### src/rtl/riscv_mem_pkg.sv
// Shared definitions for the memory-stage load/store unit: access size
// encodings, FSM state type and byte-lane helper functions.
package riscv_mem_pkg;

    localparam int NBYTES = 8;

    localparam logic [1:0] SZ_B = 2'b00;
    localparam logic [1:0] SZ_H = 2'b01;
    localparam logic [1:0] SZ_W = 2'b10;
    localparam logic [1:0] SZ_D = 2'b11;

    typedef enum logic [1:0] {
        ST_IDLE = 2'b00,
        ST_REQ  = 2'b01,
        ST_DONE = 2'b10
    } lsu_state_t;

    // Byte-enable pattern for an access of the given size at lane 0.
    function automatic logic [NBYTES-1:0] strobe_mask(input logic [1:0] size);
        case (size)
            SZ_B:    strobe_mask = 8'h01;
            SZ_H:    strobe_mask = 8'h03;
            SZ_W:    strobe_mask = 8'h0F;
            default: strobe_mask = 8'hFF;
        endcase
    endfunction

    // Natural alignment: the low address bits below the access size must be zero.
    function automatic logic is_aligned(input logic [1:0] size, input logic [2:0] offset);
        case (size)
            SZ_B:    is_aligned = 1'b1;
            SZ_H:    is_aligned = (offset[0] == 1'b0);
            SZ_W:    is_aligned = (offset[1:0] == 2'b00);
            default: is_aligned = (offset == 3'b000);
        endcase
    endfunction

endpackage

### src/rtl/lsu_align.sv
// Combinational byte-lane alignment: shifts store data and strobes onto the
// doubleword bus, and extracts/extends load fields from bus read data.
module lsu_align
    import riscv_mem_pkg::*;
(
    input  logic [2:0]  offset,
    input  logic [1:0]  size,
    input  logic        is_unsigned,
    input  logic [63:0] store_data,
    input  logic [63:0] rdata,
    output logic [63:0] wdata,
    output logic [7:0]  wstrb,
    output logic [63:0] load_data
);

    logic [63:0] field;

    // Lane shift for stores; right-shift, truncate and extend for loads.
    always_comb begin
        wdata = store_data << {offset, 3'b000};
        wstrb = strobe_mask(size) << offset;
        field = rdata >> {offset, 3'b000};
        case (size)
            SZ_B:    load_data = is_unsigned ? {56'd0, field[7:0]}
                                             : {{56{field[7]}}, field[7:0]};
            SZ_H:    load_data = is_unsigned ? {48'd0, field[15:0]}
                                             : {{48{field[15]}}, field[15:0]};
            SZ_W:    load_data = is_unsigned ? {32'd0, field[31:0]}
                                             : {{32{field[31]}}, field[31:0]};
            default: load_data = field;  // LD, and func3=111 treated as LD
        endcase
    end

endmodule

### src/rtl/mem_stage_lsu.sv
// Memory-stage load/store unit. Runs one data-memory transaction per
// load/store over a req/ready bus and stalls the pipeline until it completes.
module mem_stage_lsu
    import riscv_mem_pkg::*;
#(
    parameter int XLEN    = 64,
    parameter int TIMEOUT = 255
) (
    input  logic            clk,
    input  logic            reset,
    input  logic            mem_read_i,
    input  logic            mem_write_i,
    input  logic [2:0]      func3_i,
    input  logic [XLEN-1:0] addr_i,
    input  logic [XLEN-1:0] store_data_i,
    output logic            stall_m_o,
    output logic [XLEN-1:0] load_data_o,
    output logic            load_valid_o,
    output logic            misalign_o,
    output logic            bus_err_o,
    output logic            dmem_req_o,
    output logic            dmem_we_o,
    output logic [XLEN-1:0] dmem_addr_o,
    output logic [XLEN-1:0] dmem_wdata_o,
    output logic [7:0]      dmem_wstrb_o,
    input  logic [XLEN-1:0] dmem_rdata_i,
    input  logic            dmem_ready_i
);

    localparam int CW = (TIMEOUT < 2) ? 1 : $clog2(TIMEOUT);
    localparam logic [CW-1:0] CNT_LAST = CW'((TIMEOUT == 0) ? 0 : TIMEOUT - 1);

    lsu_state_t      state;
    logic [63:0]     addr_reg;
    logic [2:0]      func3_reg;
    logic            we_reg;
    logic [63:0]     wdata_reg;
    logic [7:0]      wstrb_reg;
    logic [CW-1:0]   cnt;
    logic [63:0]     load_data_reg;
    logic            load_valid_reg;
    logic            misalign_reg;
    logic            bus_err_reg;

    logic            access;
    logic            is_store_in;
    logic            aligned_in;
    logic            timeout_hit;
    logic [2:0]      align_off;
    logic [2:0]      align_f3;
    logic [63:0]     align_wdata;
    logic [7:0]      align_wstrb;
    logic [63:0]     align_load;

    assign access      = mem_read_i | mem_write_i;
    assign is_store_in = mem_write_i & ~mem_read_i;  // load wins if both set
    assign aligned_in  = is_aligned(func3_i[1:0], addr_i[2:0]);
    assign timeout_hit = (TIMEOUT != 0) && (cnt == CNT_LAST);

    // In IDLE the aligner prepares store lanes from live inputs; afterwards
    // it extracts load data using the latched address/func3.
    assign align_off = (state == ST_IDLE) ? addr_i[2:0]  : addr_reg[2:0];
    assign align_f3  = (state == ST_IDLE) ? func3_i      : func3_reg;

    lsu_align u_align (
        .offset      (align_off),
        .size        (align_f3[1:0]),
        .is_unsigned (align_f3[2]),
        .store_data  (store_data_i),
        .rdata       (dmem_rdata_i),
        .wdata       (align_wdata),
        .wstrb       (align_wstrb),
        .load_data   (align_load)
    );

    // Transaction FSM with latched request fields and registered completion pulses.
    always_ff @(posedge clk or posedge reset) begin
        if (reset) begin
            state          <= ST_IDLE;
            addr_reg       <= '0;
            func3_reg      <= '0;
            we_reg         <= 1'b0;
            wdata_reg      <= '0;
            wstrb_reg      <= '0;
            cnt            <= '0;
            load_data_reg  <= '0;
            load_valid_reg <= 1'b0;
            misalign_reg   <= 1'b0;
            bus_err_reg    <= 1'b0;
        end else begin
            load_valid_reg <= 1'b0;
            misalign_reg   <= 1'b0;
            bus_err_reg    <= 1'b0;
            case (state)
                ST_IDLE: begin
                    if (access) begin
                        addr_reg  <= addr_i;
                        func3_reg <= func3_i;
                        we_reg    <= is_store_in;
                        wdata_reg <= is_store_in ? align_wdata : 64'd0;
                        wstrb_reg <= is_store_in ? align_wstrb : 8'h00;
                        if (aligned_in) begin
                            state <= ST_REQ;
                        end else begin
                            // No bus transfer; loads still complete (with zero data).
                            state          <= ST_DONE;
                            misalign_reg   <= 1'b1;
                            load_valid_reg <= ~is_store_in;
                            if (!is_store_in) load_data_reg <= '0;
                        end
                    end
                end
                ST_REQ: begin
                    cnt <= cnt + 1'b1;
                    if (dmem_ready_i) begin
                        state <= ST_DONE;
                        cnt   <= '0;
                        if (!we_reg) begin
                            load_valid_reg <= 1'b1;
                            load_data_reg  <= align_load;
                        end
                    end else if (timeout_hit) begin
                        state       <= ST_DONE;
                        cnt         <= '0;
                        bus_err_reg <= 1'b1;
                        if (!we_reg) begin
                            load_valid_reg <= 1'b1;
                            load_data_reg  <= '0;
                        end
                    end
                end
                default: begin
                    state <= ST_IDLE;
                    cnt   <= '0;
                end
            endcase
        end
    end

    assign dmem_req_o   = (state == ST_REQ);
    assign stall_m_o    = ~reset & (((state == ST_IDLE) & access) | (state == ST_REQ));
    assign dmem_we_o    = we_reg;
    assign dmem_addr_o  = {addr_reg[63:3], 3'b000};
    assign dmem_wdata_o = wdata_reg;
    assign dmem_wstrb_o = wstrb_reg;
    assign load_data_o  = load_data_reg;
    assign load_valid_o = load_valid_reg;
    assign misalign_o   = misalign_reg;
    assign bus_err_o    = bus_err_reg;

endmodule
### config.mk
export PLATFORM = sky130hd
export DESIGN_NAME = mem_stage_lsu
export DESIGN_NICKNAME = d
export VERILOG_FILES = /design/src/rtl/riscv_mem_pkg.sv /design/src/rtl/lsu_align.sv /design/src/rtl/mem_stage_lsu.sv
export SDC_FILE = /design/constraint.sdc
export NUM_CORES = 1
export LEC_CHECK = 0
export ABC_AREA = 1
export CAP_MARGIN = 30
export CELL_PAD_IN_SITES_DETAIL_PLACEMENT = 1
export CELL_PAD_IN_SITES_GLOBAL_PLACEMENT = 1
export CORE_MARGIN = 1.5
export CORE_UTILIZATION = 35
export DETAILED_ROUTE_END_ITERATION = 8
export HOLD_SLACK_MARGIN = 0.12
export PLACE_DENSITY_LB_ADDON = 0.1
export SYNTH_ARGS = -nofsm -noshare
export SYNTH_HDL_FRONTEND = slang
export SYNTH_SLANG_ARGS = --single-unit
export TNS_END_PERCENT = 5
### constraint.sdc
create_clock -name clk -period 21.3 [get_ports clk]
set_clock_uncertainty 0.15 [all_clocks]
set_input_delay 6.39 -clock clk [delete_from_list [all_inputs] [get_ports clk]]
set_output_delay 6.39 -clock clk [all_outputs]
set_load 0.01 [all_outputs]
; ---- Word level (Yosys, flattened, before mapping)
; Cells that the tools add are included.
[op_classes]
add_sub_neg = 1
n_eq_ne = 11
shift = 3
n_mux = 38
bitwise_logic = 9
reduce_logical = 9
[op_table]
columns = cell, n
row1 = two-way mux 64 bit, 11
row2 = case mux 64 bit (3 select lines), 1
row3 = case mux 64 bit (2 select lines), 1
row4 = left shift 64 x 6 -> 64 bit, 1
row5 = right shift 64 x 6 -> 64 bit, 1
row6 = two-way mux 8 bit, 3
row7 = case mux 8 bit (3 select lines), 1
row8 = case mux 8 bit (2 select lines), 1
row9 = two-way mux 1 bit, 11
row10 = "adder 8 x 1 -> 8 bit, second input constant", 1
row11 = "== test 8 bit, second input constant", 1
row12 = zero test 2 bit, 4
row13 = two-way mux 2 bit, 4
row14 = "!= test 2 bit, second input constant", 4
row15 = left shift 8 x 3 -> 8 bit, 1
row16 = "== test 2 x 1 -> 1 bit, second input constant", 3
row17 = two-way mux 3 bit, 2
row18 = AND reduction 6 bit, 1
row19 = "== test 2 bit, second input constant", 2
row20 = inverter 1 bit, 4
row21 = case mux 2 bit (2 select lines), 1
row22 = AND reduction 2 bit, 2
row23 = bitwise AND 1 bit, 3
row24 = zero test 3 bit, 1
row25 = 5 further kinds, 6
[word_totals]
register_bits = 217
inputBits = 200
out_inout_bits = 206
elab_cells = 82

; ---- Depth between registers and ports, before layout
; Gate-level depths: netlist (run 1).
[depth]
depth_word = 8
ltp_mapped = 17
mapped_depth_nobuf = 14

; ---- Cells and area by module
; A second synthesis (run 1) with hierarchy kept.
[unflattened]
cells_unflattened = 2009
area_unflattened_um2 = 13661.9
[by_module_without_submodules]
columns = mod, instances, cells_per_inst, area_per_inst_um2, seq_area_each_um2
row1 = mem_stage_lsu, 1, 1181, 9700.6, 5430.2
row2 = lsu_align, 1, 828, 3961.3, 0.0

; ---- Worst setup path before layout (run 1)
; No wires, ideal clock.
[synth_path]
kind = input -> output
start = input port mem_write_i
end = output port stall_m_o
t_arrival_ps = 7492
required_ps = 14760
setup_slack_ps = 7268
cell_stages = 6
path_buffers = 2
path_cell_list = nor2_1 > nor2_4 > inv_2 > clkbuf_1 > clkbuf_1 > a21oi_1
[synth_between]
elab_chain_cells = 4
[synth_lines]
columns = item, line_no
row1 = "start, declared", mem_stage_lsu.sv:12  ; input logic mem_write_i,
row2 = OR 1 bit, mem_stage_lsu.sv:55  ; assign access = mem_read_i | mem_write_i;
row3 = bitwise AND 1 bit, mem_stage_lsu.sv:141  ; assign stall_m_o = ~reset & (((state == ST_IDLE) & access) | (state == ST_REQ));
row4 = OR 1 bit, mem_stage_lsu.sv:141
row5 = bitwise AND 1 bit, mem_stage_lsu.sv:141
row6 = "end, declared", mem_stage_lsu.sv:16  ; output logic stall_m_o,
; Every way passes these cells.

; ---- Final worst setup path (run 1)
; Same ends and word-level chain as after synthesis.

==> impl_metrics.py, run 1 <==
metrics = {
    "worst_setup_path": {
        "critPathCaptureType": "output port",
        "cp_required_ns": 14.76,
        "cp_cell_sequence": "clkdlybuf4s50_1 > nor2_1 > nor2_4 > inv_4 > a21oi_1 > clkdlybuf4s50_1",
        "critPathSlowestCell": "clkdlybuf4s50_1",
        "critical_path.max_fanout": 61,
        "crit_path_start_kind": "input port",
        "crit_top_cell": "clkdlybuf4s50_1",
        "path_class": "in -> out",
        "max_stage_delay_ns": 0.50,
        "number_of_cells_on_the_worst_reg_to_reg_path": 10,
        "regToRegStartpoint": "state[1]$_DFFE_PP0P_",
        "worst-r2r-setup-slack_ns": 17.40,
        "r2r_endpoint": "dmem_wdata_o[27]$_DFFE_PP0P_",
        "worst-endpoint-arrival_ns": 8.40,
    },
    "clock_network": {
        "clk_path_buf_depth": 3,
        "numCtsBuffers": 27,
        "tritoncts": "done",
        "maximum_level_of_the_cts_h_tree": 1,
        "number_of_hold_buffers_added_after_cts": 0,
        "cts_sinks": 217,
        "cts.reportedPaths.clkPinSlew_ns": 0.06,
        "cts_resized": 0,
        "ctsRootBufferMaster": "clkbuf_16",
        "insertion_delay_to_the_later_sink_of_the_worst_skew_pair_ns": 0.54,
        "postCtsSetupBuffers": 0,
    },
    "hold_path": {
        "hold_path_class": "reg -> reg",
        "holdPathEnd": "addr_reg[44]$_DFFE_PP0P_",
        "worst_hold_path.num_cells": 2,
        "min_from": "addr_reg[44]$_DFFE_PP0P_",
    },
    "final_layout": {
        "final_nets": 2221,
        "layoutNonFillerInstCount": 2496,
        "total_of_fill_cells_in_the_finished_design": 4348,
        "post_route_cells_drive_above_1_share_pct": 4.858,
        "post_layout_util_pct": 49.66,
        "area_delta_synth_final_pct": 38.85,
    },
    "global_routing": {
        "grt_remaining_overflow": 0,
        "grt_antenna_before_repair": 4,
        "grt_pass1_vias": 13180,
        "first_pass_grt_wire_length_um": 76740,
        "track_usage_pct": 26.73,
        "grt_start_max_net_pins": 103,
    },
    "detailed_routing": {
        "drtAntennaViolNets": 0,
        "routed-via-count": 12840,
        "finalWirelength_um": 49250,
        "drt_iter0_markers": 745,
        "per_cell_via_count_in_the_routed_design": 5.145,
        "route.detailed.wl_per_inst_um": 19.73,
        "firstDrtPassIters": 5,
        "remaining_drc_errors": 0,
    },
    "synthesis": {
        "synth_seq_area_share_pct": 43.73,
        "netlist_area_pre_place_um2": 12420,
        "most_frequent_cell_after_synthesis": "nand2_1",
        "synth.lib_cells_used.distinct": 36,
        "synth_top_cells_by_area": "dfrtp_1 44%, nand2_1 23%, o21ai_0 7.9%",
        "synthCells": 1739,
        "netlist.area_leader.share_pct": 43.73,
        "synthTopCellsByCount": "775 x nand2_1, 217 x dfrtp_1, 196 x o21ai_0",
        "edff_count_synth": 0,
        "syn-mean-instance-area_um2": 7.140,
        "yosys_warnings": 0,
        "asyncSetResetFlopFracSynth_pct": 100.0,
        "synth_top_cell_by_area": "dfrtp_1",
        "ys_ff_latch": 217,
        "ys_dominant_reg_cell": "dfrtp_1",
    },
    "die": {
        "initial_core_util_pct": 35.77,
        "die_w_um": 191.4,
        "placeableCoreArea_um2": 34710,
        "die_y_um": 191.4,
        "design.die.area_um2": 36620,
        "placementRows": 68,
        "design.portCount": 406,
    },
    "place": {
        "place_worst_setup_slack_ns": 6.345,
        "gp_routability_congestion": 0.8582,
        "port-buffer-count": 402,
        "dp_cells": 2443,
        "detailedPlacementHpwl_um": 34780,
    },
    "power": {
        "switching_share_pct": 47.10,
        "power_density_nw_per_um2": 153.3,
        "cellInternalPower_uw": 1398,
        "total_switching_power_uw": 1245,
        "seq_power_share_pct": 24.3,
        "design_power_total_uw": 2643,
        "p_leak_uw": 0.008063,
        "clock_power_share_pct": 17.9,
        "max-vdd-ir-drop_v": 0.0001126,
        "comb_power_share_pct": 57.7,
    },
    "timing": {
        "rsz0062_at_grt": "false",
        "aggregate_negative_setup_slack_ns": 0,
        "layout_min_cycle_time_ns": 14.94,
        "setup_violators_final": 0,
        "slew-limit-headroom_pct": 29.98,
        "hold_viol": 0,
        "max_freq_mhz": 66.95,
        "timing_max_transition_violations_final": 0,
        "timing.final.crit_share_pct": 70.13,
        "final.setup.worst_slack_ns": 6.363,
        "slew_at_the_pin_closest_to_its_max_slew_limit_ns": 1.050,
    },
    "flow_run": {
        "maxcap_violations": 0,
    },
    "run_status": {
        "status": "finished, final reports clean",
    },
}
==> kinds of logic (layout without fill, tap and decap cells) <==
family / count (synthesis) / count (layout) / synth area share [%]
mux: 8 / 8 / 0.6449
buf+inv: 256 / 553 / 10.66
xor+xnor: 6 / 6 / 0.4232
simple gates: 929 / 929 / 30.18
fa+ha+maj: 2 / 2 / 0.2015
flops: 217 / 217 / 43.73
compound gates: 320 / 320 / 14.13
other cells: 1 / 6 / 0.03020
==> layout by cell type (no fill, tap or decap), drive strengths merged, types with 4 or more instances in the layout <==
master         synthesis  final
dfrtp                217    217
a22oi                  9      9
mux2i                  8      8
a32o                   8      8
nand2                786    786
o21ai                216    216
a21oi                 59     59
nand4                 13     13
clkinv                 1      5
xor2                   5      5
inv                   79     80
buf                  114     23
clkbuf                62     36
o211ai                24     24
clkinvlp               0      4
nor2                  20     20
clkdlybuf4s50          0    402
nand3                107    107
==> worst max-delay path by stage <==
| stage | slack (ns) | to | startpoint | cells after the start |
|---|---|---|---|---|
| final | 6.36 | stall_m_o | mem_write_i | 6 |
| after detailed placement | 6.34 | stall_m_o | mem_write_i | 6 |
| after floorplan | 7.27 | stall_m_o | mem_write_i | 6 |
| after global routing | 6.25 | stall_m_o | mem_read_i | 6 |
| after CTS | 6.34 | stall_m_o | mem_write_i | 6 |
| after global placement | 6.41 | stall_m_o | mem_write_i | 6 |
==> power by group through the flow <==
stage	registers [uW]	clock network, uW	logic [uW]
2_1_floorplan	660	0	927
3_3_place_gp	641	0	1450
3_5_place_dp	646	0	1510
4_1_cts	644	486	1520
5_1_grt	661	501	1680
6_report	643	474	1530
==> layout make-up <==
class                           count  area [um^2]  area share, %
Multi-Input combinational cell   1268         5693          33.02
Inverter                           80        310.3          1.800
Clock inverter                     12        148.9         0.8636
Sequential cell                   217         5430          31.50
Tap cell                          455        569.3          3.302
Antenna cell                        3        7.507        0.04354
Timing Repair Buffer              425         4322          25.07
Clock buffer                       36        759.5          4.405
==> layer usage <==
metal / GRT usage (%) / share of wire, % / routed length, um / vias to the layer above
met4: 8.744 / 3.1 / 1519 / 2
met1: 38.52 / 47 / 23060 / 6196
met5: 0 / 0.028 / 14 / -
met2: 39.80 / 43 / 21060 / 455
met3: 5.434 / 7.3 / 3595 / 84
li1: - / - / - / 6104
==> metrics by stage <==
stage	area (um^2)	hold slack, ns
CTS	17180	0.3306
finish	17240	0.3222
global route	17240	0.3464
global placement	16150	0.3028
detailed placement	16270	0.3111
floorplan	12420	0.2922
==> worst max-delay path, delay by kind of cell <==
| family | cells | cell delay [ns] |
|---|---|---|
| AO/OA/AOI/OAI | 1 | 0.13 |
| AND/OR/NAND/NOR | 2 | 0.47 |
| buffers and inverters | 3 | 1.40 |
(Power assumes the default switching activity.)
==> inputs of run 2 (changes only) <==
Settings changed: CORE_UTILIZATION 35 to 33.
Clock period 21.3 ns to 15.3 ns, I/O delays scaled along.
==> run 2 against run 1 <==
Compared with the run above:
- final area grew 0.51%
- critical path type unchanged
- worst hold slack lost 0.0028 ns
- sequential power grew 38%
- critical endpoint unchanged
- power grew 41%
==> impl_metrics.py, run 2 (same netlist as run 1, synthesis figures left out) <==
metrics = {
    "run_status": {
        "status": "finished, final reports clean",
    },
    "global_routing": {
        "track_usage_pct": 25.39,
        "grt_pass1_vias": 12920,
        "grt_start_max_net_pins": 104,
        "grt_remaining_overflow": 0,
        "grt_antenna_before_repair": 3,
        "first_pass_grt_wire_length_um": 77140,
    },
    "worst_setup_path": {
        "critPathSlowestCell": "clkdlybuf4s50_1",
        "worst-r2r-setup-slack_ns": 10.89,
        "cp_required_ns": 10.56,
        "cp_cell_sequence": "clkdlybuf4s50_1 > nor2_1 > nor2_4 > inv_4 > a21oi_1 > clkdlybuf4s50_1",
        "cp_top_family": "buffers and inverters",
        "cp_num_buf_inv": 3,
        "critPathCaptureType": "output port",
        "max_stage_delay_ns": 0.50,
        "worst-endpoint-arrival_ns": 6.56,
        "crit_top_cell": "clkdlybuf4s50_1",
        "path_class": "in -> out",
        "critical_path.max_fanout": 62,
        "crit_path_start_kind": "input port",
    },
    "clock_network": {
        "ctsRootBufferMaster": "clkbuf_16",
        "number_of_hold_buffers_added_after_cts": 0,
        "postCtsSetupBuffers": 0,
        "cts.reportedPaths.clkPinSlew_ns": 0.06,
        "clk_path_buf_depth": 3,
        "cts_resized": 0,
        "cts_sinks": 217,
        "numCtsBuffers": 27,
        "insertion_delay_to_the_later_sink_of_the_worst_skew_pair_ns": 0.56,
        "maximum_level_of_the_cts_h_tree": 1,
        "tritoncts": "done",
    },
    "power": {
        "max-vdd-ir-drop_v": 0.0001180,
        "power_density_nw_per_um2": 214.3,
        "design_power_total_uw": 3713,
        "p_leak_uw": 0.008104,
    },
    "timing": {
        "slew_at_the_pin_closest_to_its_max_slew_limit_ns": 1.005,
        "max_freq_mhz": 88.51,
        "timing.final.crit_share_pct": 73.84,
        "timing_max_transition_violations_final": 0,
        "aggregate_negative_setup_slack_ns": 0,
        "timing.hold.ws_ns": 0.3194,
        "layout_min_cycle_time_ns": 11.30,
        "final.setup.worst_slack_ns": 4.002,
        "hold_viol": 0,
        "slew-limit-headroom_pct": 32.98,
        "setup_violators_final": 0,
        "rsz0062_at_grt": "false",
    },
    "final_layout": {
        "layout.cell_area.non_filler_um2": 17330,
        "final_nets": 2220,
        "area_delta_synth_final_pct": 39.55,
        "mostFrequentLayoutCells": "775 x nand2_1, 402 x clkdlybuf4s50_1, 217 x dfrtp_1, 196 x o21ai_0, 104 x nand3_1",
        "most_frequent_standard_cell_in_the_layout_excluding_fill_and_tap_cells": "nand2_1",
        "post_route_cells_drive_above_1_share_pct": 4.811,
    },
    "detailed_routing": {
        "firstDrtPassIters": 5,
        "finalWirelength_um": 49800,
        "per_cell_via_count_in_the_routed_design": 5.067,
        "drtAntennaViolNets": 0,
        "route.detailed.wl_per_inst_um": 19.86,
        "drt_iter0_markers": 736,
        "routed-via-count": 12710,
        "remaining_drc_errors": 0,
    },
    "place": {
        "detailedPlacementHpwl_um": 35090,
        "placed_area_um2": 16280,
        "port-buffer-count": 402,
        "gp_routability_congestion": 0.8850,
        "place_worst_setup_slack_ns": 3.994,
    },
    "hold_path": {
        "hold_path_class": "reg -> reg",
    },
    "die": {
        "die_y_um": 197.0,
        "design.portCount": 406,
        "initial_core_util_pct": 33.76,
        "design.die.area_um2": 38800,
        "placementRows": 70,
        "placeableCoreArea_um2": 36790,
        "die_w_um": 197.0,
    },
    "flow_run": {
        "maxcap_violations": 0,
    },
}
-- run 2: cell count changes in the layout (fill, tap and decap cells not counted) --
cell / before / now
clkinvlp_4: 4 / 1
buf_4: 16 / 14
clkbuf_8: 5 / 8
inv_8: 1 / 2
nand2_4: 2 / 3
bufinv_16: 3 / 4
nand2_2: 9 / 8
clkinv_2: 4 / 1
buf_16: 5 / 6
clkinv_4: 0 / 1
-- run 2: worst paths after layout --
| check | cells after the start | end | start |
|---|---|---|---|
| worst max-delay path | 6 | stall_m_o | mem_write_i |
| worst min-delay path | 2 | addr_reg[16]$_DFFE_PP0P_ | addr_reg[16]$_DFFE_PP0P_ |
| worst max register to register | 10 | dmem_wdata_o[11]$_DFFE_PP0P_ | state[1]$_DFFE_PP0P_ |
| worst min register to register | 2 | addr_reg[16]$_DFFE_PP0P_ | addr_reg[16]$_DFFE_PP0P_ |
| max in group asynchronous | 5 | func3_reg[0]$_DFFE_PP0P_ | reset |
| min in group asynchronous | 2 | addr_reg[6]$_DFFE_PP0P_ | reset |
-- run 2: power breakdown --
part | internal [uW] | switching [uW] | leakage, uW
sequential | 770 | 117 | 0.00288
clock | 430 | 266 | 0.000470
combinational | 775 | 1360 | 0.00476
total | 1970 | 1740 | 0.00810
-- run 2: worst reg2reg max path: cells and delay by family (launching register included) --
kind,cells,cell delay (ns)
AOI/OAI and AO/OA,2,0.44
DFF,1,0.43
buffers and inverters,5,2.58
and+or+nand+nor,3,0.71
-- run 2: routing by layer --
metal  vias to the layer above  global-route usage (%)  wire, um
met5                         -                       0         0
met4                         0                   6.899      1137
met3                        64                   4.723      3260
met2                       416                   38.37     21610
met1                      6126                   37.00     23790
li1                       6102                       -         -
-- run 2: area by class of cell --
| cell class | count | area, um^2 |
|---|---|---|
| Clock buffer | 39 | 800.8 |
| Inverter | 80 | 310.3 |
| Antenna cell | 3 | 7.507 |
| Tap cell | 468 | 585.6 |
| Multi-Input combinational cell | 1268 | 5698 |
| Sequential cell | 217 | 5430 |
| Fill cell | 4513 | 19460 |
| Clock inverter | 9 | 161.4 |
| Timing Repair Buffer | 424 | 4334 |
-- run 2: through the flow --
step	utilization [%]	instances
after detailed placement	44.24	2454
after global placement	43.91	2449
final	47.11	2508
after global routing	47.11	2508
after CTS	46.86	2502
after floorplan	-	1741
